**src/rtl/nios2_pio_in_if.sv**
```systemverilog
// Avalon-MM slave bus bundle for the nios2_pio_in input port, including its level interrupt.
interface nios2_pio_in_if;
  logic [1:0]  address;
  logic        chipselect;
  logic        read_n;
  logic        write_n;
  logic [31:0] writedata;
  logic [31:0] readdata;
  logic        irq;

  modport master (
    output address, chipselect, read_n, write_n, writedata,
    input  readdata, irq
  );

  modport slave (
    input  address, chipselect, read_n, write_n, writedata,
    output readdata, irq
  );
endinterface

```
**src/rtl/nios2_pio_in.sv**
```systemverilog
// Avalon-MM input PIO: synchronized level, per-bit edge capture, interrupt mask and level IRQ.
// Optional build macro NIOS2_PIO_IN_BITCLR_EN selects write-1-to-clear edge capture.
module nios2_pio_in #(
  parameter int WIDTH       = 20,
  parameter int EDGE_TYPE   = 0,
  parameter int SYNC_STAGES = 2
) (
  input  logic             clk,
  input  logic             reset,
  input  logic [WIDTH-1:0] in_port,
  nios2_pio_in_if.slave    bus
);

  localparam int ARM_MAX = SYNC_STAGES + 1;

  logic [SYNC_STAGES-1:0][WIDTH-1:0] sync_chain_r;
  logic [WIDTH-1:0] prev_r;
  logic [WIDTH-1:0] edge_capture_r;
  logic [WIDTH-1:0] irq_mask_r;
  logic [2:0]       arm_cnt_r;
  logic [31:0]      readdata_r;

  logic [WIDTH-1:0] sync_s;
  logic [WIDTH-1:0] rise_s;
  logic [WIDTH-1:0] fall_s;
  logic [WIDTH-1:0] det_raw_s;
  logic [WIDTH-1:0] det_s;
  logic [WIDTH-1:0] clr_s;
  logic [31:0]      rd_mux_s;
  logic             armed_s;
  logic             rd_en_s;
  logic             wr_en_s;
  logic             unused_wd_s;

  function automatic logic [31:0] zext(input logic [WIDTH-1:0] v);
    logic [31:0] r;
    r = 32'd0;
    r[WIDTH-1:0] = v;
    return r;
  endfunction

  assign unused_wd_s = ^bus.writedata;

  // Bus strobes, arm state and edge detection on the synchronized level.
  always_comb begin
    sync_s  = sync_chain_r[SYNC_STAGES-1];
    rise_s  = sync_s & ~prev_r;
    fall_s  = ~sync_s & prev_r;
    armed_s = (arm_cnt_r == 3'(ARM_MAX));
    rd_en_s = bus.chipselect & ~bus.read_n;
    wr_en_s = bus.chipselect & ~bus.write_n;
    case (EDGE_TYPE)
      32'sd0:  det_raw_s = rise_s;
      32'sd1:  det_raw_s = fall_s;
      32'sd2:  det_raw_s = rise_s | fall_s;
      default: det_raw_s = rise_s;
    endcase
    if (armed_s) begin
      det_s = det_raw_s;
    end else begin
      det_s = {WIDTH{1'b0}};
    end
  end

  // Clear vector for the edge-capture register from a write to address 3.
  always_comb begin
    if (wr_en_s && (bus.address == 2'd3)) begin
`ifdef NIOS2_PIO_IN_BITCLR_EN
      clr_s = bus.writedata[WIDTH-1:0];
`else
      clr_s = {WIDTH{1'b1}};
`endif
    end else begin
      clr_s = {WIDTH{1'b0}};
    end
  end

  // Read mux sees pre-write register values so same-cycle read/write returns old data.
  always_comb begin
    case (bus.address)
      2'd0:    rd_mux_s = zext(sync_s);
      2'd1:    rd_mux_s = 32'd0;
      2'd2:    rd_mux_s = zext(irq_mask_r);
      2'd3:    rd_mux_s = zext(edge_capture_r);
      default: rd_mux_s = 32'd0;
    endcase
  end

  // All register state; arm counter keeps inputs held through reset from looking like edges.
  always_ff @(posedge clk) begin
    if (reset) begin
      sync_chain_r   <= '0;
      prev_r         <= {WIDTH{1'b0}};
      edge_capture_r <= {WIDTH{1'b0}};
      irq_mask_r     <= {WIDTH{1'b0}};
      arm_cnt_r      <= 3'd0;
      readdata_r     <= 32'd0;
    end else begin
      sync_chain_r   <= {sync_chain_r[SYNC_STAGES-2:0], in_port};
      prev_r         <= sync_s;
      edge_capture_r <= (edge_capture_r & ~clr_s) | det_s;
      if (!armed_s) begin
        arm_cnt_r <= arm_cnt_r + 3'd1;
      end else begin
        arm_cnt_r <= arm_cnt_r;
      end
      if (wr_en_s && (bus.address == 2'd2)) begin
        irq_mask_r <= bus.writedata[WIDTH-1:0];
      end else begin
        irq_mask_r <= irq_mask_r;
      end
      if (rd_en_s) begin
        readdata_r <= rd_mux_s;
      end else begin
        readdata_r <= readdata_r;
      end
    end
  end

  assign bus.readdata = readdata_r;
  assign bus.irq      = |(edge_capture_r & irq_mask_r);

endmodule

```
**src/flat_wrapper.sv**
```systemverilog
// flat-port wrapper written by rule: the top's interface ports become plain ports
module nios2_pio_in_flat 
#(
  parameter int WIDTH       = 20,
  parameter int EDGE_TYPE   = 0,
  parameter int SYNC_STAGES = 2
)
  (clk, reset, in_port, bus_address, bus_chipselect, bus_read_n, bus_write_n, bus_writedata, bus_readdata, bus_irq);
  nios2_pio_in_if bus_i ();
  input  logic clk;
  input  logic reset;
  input  logic [WIDTH-1:0] in_port;
  input wire logic [$bits(bus_i.address)-1:0] bus_address;
  input wire logic [$bits(bus_i.chipselect)-1:0] bus_chipselect;
  input wire logic [$bits(bus_i.read_n)-1:0] bus_read_n;
  input wire logic [$bits(bus_i.write_n)-1:0] bus_write_n;
  input wire logic [$bits(bus_i.writedata)-1:0] bus_writedata;
  output wire logic [$bits(bus_i.readdata)-1:0] bus_readdata;
  output wire logic [$bits(bus_i.irq)-1:0] bus_irq;
  assign bus_i.address = bus_address;
  assign bus_i.chipselect = bus_chipselect;
  assign bus_i.read_n = bus_read_n;
  assign bus_i.write_n = bus_write_n;
  assign bus_i.writedata = bus_writedata;
  assign bus_readdata = bus_i.readdata;
  assign bus_irq = bus_i.irq;
  nios2_pio_in #(.WIDTH(WIDTH), .EDGE_TYPE(EDGE_TYPE), .SYNC_STAGES(SYNC_STAGES)) u_core (.clk(clk), .reset(reset), .in_port(in_port), .bus(bus_i));
endmodule
```
**config.mk**
```make
export PLATFORM = sky130hd
export DESIGN_NAME = nios2_pio_in_flat
export DESIGN_NICKNAME = d
export VERILOG_FILES = /design/src/rtl/nios2_pio_in_if.sv /design/src/rtl/nios2_pio_in.sv /design/src/flat_wrapper.sv
export SDC_FILE = /design/constraint.sdc
export NUM_CORES = 1
export LEC_CHECK = 0
export CORE_ASPECT_RATIO = 0.8
export CORE_MARGIN = 1.5
export CORE_UTILIZATION = 46
export CTS_CLUSTER_SIZE = 30
export DETAILED_ROUTE_END_ITERATION = 10
export HOLD_SLACK_MARGIN = 0.05
export PLACE_DENSITY = 0.76
export SYNTH_ARGS = -nofsm -noshare
export SYNTH_HDL_FRONTEND = slang
export SYNTH_SLANG_ARGS = --single-unit
```
**constraint.sdc**
```tcl
create_clock -name clk -period 1.19 [get_ports clk]
set_input_delay 0.1785 -clock clk [delete_from_list [all_inputs] [get_ports clk]]
set_output_delay 0.1785 -clock clk [all_outputs]
set_load 0.05 [all_outputs]
```
Yosys cells after proc, flatten, opt, wreduce, memory -nomap -nowiden
Cells that the tools add are included.
{ "op_classes": {"n_addsub": 1, "eq_ne": 4, "mux": 3, "bitwise": 10, "n_reduce_logical": 4} }
{ "ops": {"columns": ["operator", "count"], "rows": [
  ["$pmux 32 s4", 1],
  ["$and 20x20->20", 3],
  ["$mux 20", 2],
  ["$not 20->20", 2],
  ["$or 20x20->20", 1],
  ["$reduce_or 20->1", 1],
  ["$eq 2x2->1 const B", 2],
  ["$add 3x1->3 const B", 1],
  ["$eq 3x2->1 const B", 1],
  ["$and 1x1->1", 2],
  ["$eq 2x1->1 const B", 1],
  ["$logic_and 1x1->1", 2],
  ["$logic_not 2->1", 1],
  ["$not 1->1", 2]
]} }
{ "totals": {"regBits": 135, "out_inout_bits": 33, "word_cells": 29} }

Depth between registers and ports, before layout
{ "depth": {"word_depth": 7, "depth_mapped": 7} }

Worst setup path before layout
No wires, ideal clock.
{ "synth_path": {"kind": "register to output", "startpoint": "register u_core.edge_capture_r[17]", "endpoint": "output bus_irq", "t_arrival_ns": 1.346, "required_time_ns": 1.012, "path_slack_ns": -0.335, "stages_incl_launch_ff": 5, "path_cell_list": "dfxtp_1 -> a22o_1 -> a221oi_1 -> and3_1 -> nand4_1"} }
{ "synth_between": {"elab_chain_cells": 2} }
{ "synth_lines": {"columns": ["element", "line", "text"], "rows": [
  ["start: declaration", "nios2_pio_in.sv:18", "logic [WIDTH-1:0] edge_capture_r;"],
  ["start signal: assignment", "nios2_pio_in.sv:94", "edge_capture_r <= {WIDTH{1'b0}};"],
  ["start signal: assignment", "nios2_pio_in.sv:101", "edge_capture_r <= (edge_capture_r & ~clr_s) | det_s;"],
  ["$and 20x20->20", "nios2_pio_in.sv:121", "assign bus.irq = |(edge_capture_r & irq_mask_r);"],
  ["$reduce_or 20->1", "nios2_pio_in.sv:121", null],
  ["end: declaration", "flat_wrapper.sv:19", "output wire logic [$bits(bus_i.irq)-1:0] bus_irq;"]
]} }
No other way between the ends.

Worst setup path after layout
{ "layout_path": {"startpoint": "register u_core.edge_capture_r[8]", "endpoint": "output bus_irq"} }
Same word-level chain as after synthesis.

==> results.json <==
{
  "synth_edf_count": 0,
  "fin_cells": 728,
  "status": "complete, but fails checks",
  "vdd_drop_max_uv": 768.4,
  "cp_max_fo": 2,
  "antenna_found_initial": 0,
  "setup.worst_path.class": "flop to primary output",
  "grt.overflow.total": 0,
  "clk_pin_slew_ns": 0.05,
  "place_hpwl_mm": 7.271,
  "place_area_um2": 5759,
  "vias_per_cell": 5.144,
  "die_area_um2": 10410,
  "wire_per_inst_um": 15.57,
  "synth-main-ff-cell": "dfxtp_1",
  "fin_skew_ns": 0.008302,
  "grt_pass1_vias": 3530,
  "cp.arrival_ns": 1.76,
  "ys.warnings.count": 0,
  "hold_path_class": "input pin to flop",
  "grt_usage": 0.2166,
  "p_per_area_nw_per_um2": 1621,
  "finalCriticalPeriod_ns": 1.935,
  "dp_cells": 691,
  "syn_avg_cell_area_um2": 9.265,
  "synth.area.top_cells": "dfxtp_1 (55%), nor2b_1 (8.6%), nor2_1 (6.2%)",
  "cts_buffers": 17,
  "clock_path_buffers": 2,
  "die_y_um": 91.58,
  "synth_top_area_share": 0.5458,
  "drt_iter0_drc": 238,
  "netlist_instances": 487,
  "clock-root-buffer": "clkbuf_16",
  "clock_sinks": 123,
  "reg2reg_slack_ns": -0.02,
  "final.setup.worst_slack_ns": -0.7450,
  "synth_cell_types": 28,
  "cts_hold_buf": 0,
  "post-place-ws_ns": -0.4980,
  "die_x_um": 113.7,
  "async_flop_share": 0,
  "start_util": 0.4715,
  "fp-row-count": 32,
  "io_pins": 92,
  "setup_viol": 11,
  "grt_start_max_net_pins": 32,
  "synth_top_cell_by_area": "dfxtp_1",
  "slew_viol_final": 0,
  "drive_above_1_share": 0.2365,
  "grt_first_pass_wirelength_mm": 17.19,
  "post-route-drc-count": 0,
  "ant_nets": 0,
  "max_freq_mhz": 516.8,
  "cts_tree": "yes",
  "cap_violations": 0,
  "io_buffers": 67,
  "vias": 3745,
  "coreArea_um2": 9569,
  "failed_checks": "negative setup slack",
  "leakage_nw": 2.685,
  "synth_common_cells": "dfxtp_1 (123), nor2_1 (74), nor2b_1 (62)",
  "synth-seq-cells": 123,
  "rsz0062_at_grt": "true",
  "ys_seq_area_frac": 0.5458,
  "htree_levels": 4,
  "design_area_um2": 6618,
  "required_ns": 1.01,
  "n_fill_cell": 720,
  "area_delta_synth_final_pct": 46.67,
  "netlist_area_um2": 4512,
  "fin_crit_sh": 1.626,
  "n_antenna_cell": 0,
  "drt_first_pass_iters": 5,
  "hold_violations": 0,
  "start_kind": "flop",
  "drt_wl_total_mm": 11.33,
  "place.gp.congestion": 0.8757,
  "final_nets": 657,
  "crit_path_end_kind": "primary output",
  "synth.most_common_cell": "dfxtp_1",
  "worstSkewPairLatency_ns": 0.41
}
## report_power, final
group | internal, mW | switching, mW | leakage (nW)
Combinational | 0.629 | 0.633 | 1.39
Sequential | 4.30 | 0.133 | 1.01
Clock | 3.24 | 1.79 | 0.286
## metal layers
metal / vias to the layer above / wire length (um) / global-route usage / share of wire
met2: 181 / 5215 / 0.3338 / 0.46
met5: - / 0 / 0 / 0
met1: 1732 / 5089 / 0.2814 / 0.45
met3: 20 / 870 / 0.07143 / 0.077
li1: 1812 / - / - / -
met4: 0 / 155 / 0.08333 / 0.014
## critical path: stages, from the launching register on
cell	delay, ns
dfxtp_1	0.31
a22o_1	0.24
a221oi_2	0.20
and3_1	0.24
nand4_1	0.16
buf_6	0.19
## state kept, by name, summed over array words and instances (netlist names)
signal	cells
u_core.arm_cnt_r	3
u_core.sync_s	20
u_core.edge_capture_r	20
u_core.irq_mask_r	20
u_core.prev_r	20
u_core.bus.readdata	20
u_core.sync_chain_r	20
## cell usage in the layout, fill, tap and decap left out, types with 3 or more instances in the layout
| master | instances |
|---|---|
| clkbuf_16 | 17 |
| nand2_4 | 3 |
| nand2_1 | 45 |
| a21oi_2 | 5 |
| conb_1 | 12 |
| clkinv_4 | 3 |
| a211oi_1 | 18 |
| nor2_1 | 67 |
| a21oi_1 | 46 |
| nor2_2 | 4 |
| a221oi_2 | 3 |
| mux2i_1 | 21 |
| clkbuf_8 | 3 |
| buf_12 | 27 |
| a32oi_2 | 4 |
| clkinv_2 | 3 |
| a32oi_1 | 5 |
| clkdlybuf4s50_1 | 43 |
| nor2_4 | 3 |
| buf_4 | 46 |
| dfxtp_1 | 121 |
| a22o_1 | 4 |
| nor2b_1 | 60 |
| nand2_2 | 5 |
| inv_1 | 10 |
## kinds of logic after synthesis
group                    count (synthesis)  synth area share
AO/OA/AOI/OAI                           90            0.1267
XOR/XNOR                                 1          0.001942
adder cells (fa/ha/maj)                  2          0.005545
buffers and inverters                   54           0.07127
flip-flops                             123            0.5458
multiplexers                            21           0.04659
other                                    1         0.0008311
AND/OR/NAND/NOR                        195            0.2013
## final cells by class
type | count | area [um^2] | area share
Sequential cell | 123 | 2465 | 0.3725
Multi-Input combinational cell | 321 | 1939 | 0.2931
Timing Repair Buffer | 123 | 1436 | 0.2171
Clock buffer | 22 | 474.2 | 0.07166
Tap cell | 119 | 148.9 | 0.02250
Clock inverter | 10 | 116.4 | 0.01758
Inverter | 10 | 37.54 | 0.005672
## metrics by stage
| stage | TNS (ns) | util | hold slack (ns) | power, mW |
|---|---|---|---|---|
| floorplan | -0.3340 | - | 0.3067 | 5.117 |
| CTS | -0.8211 | 0.6776 | 0.1286 | 10.70 |
| global route | -1.456 | 0.6916 | 0.1327 | 11.07 |
| finish | -0.8782 | 0.6916 | 0.1420 | 10.73 |
| detailed placement | -23.87 | 0.6019 | 0.4227 | 5.599 |
| global placement | -20.46 | 0.6019 | 0.4277 | 5.565 |
## path summary, 6_finish.rpt
| kind | cells after the start | start | endpoint |
|---|---|---|---|
| setup / recovery | 5 | u_core.edge_capture_r[8] | bus_irq |
| hold / removal | 2 | reset | u_core.sync_chain_r[4] |
| setup reg to reg | 7 | u_core.arm_cnt_r[1] | u_core.edge_capture_r[16] |
| hold reg to reg | 1 | u_core.sync_chain_r[0] | u_core.sync_s[0] |
## what timing repair did
action | 4_1_cts | 5_1_grt
cloned | 2 | 0
pin swaps | 6 | 7
buffers inserted | 3 | 0
gates resized for setup | 14 | 35
endpoints found under the setup margin | 31 | 23
No activity file was read; power rests on OpenSTA's default activity.
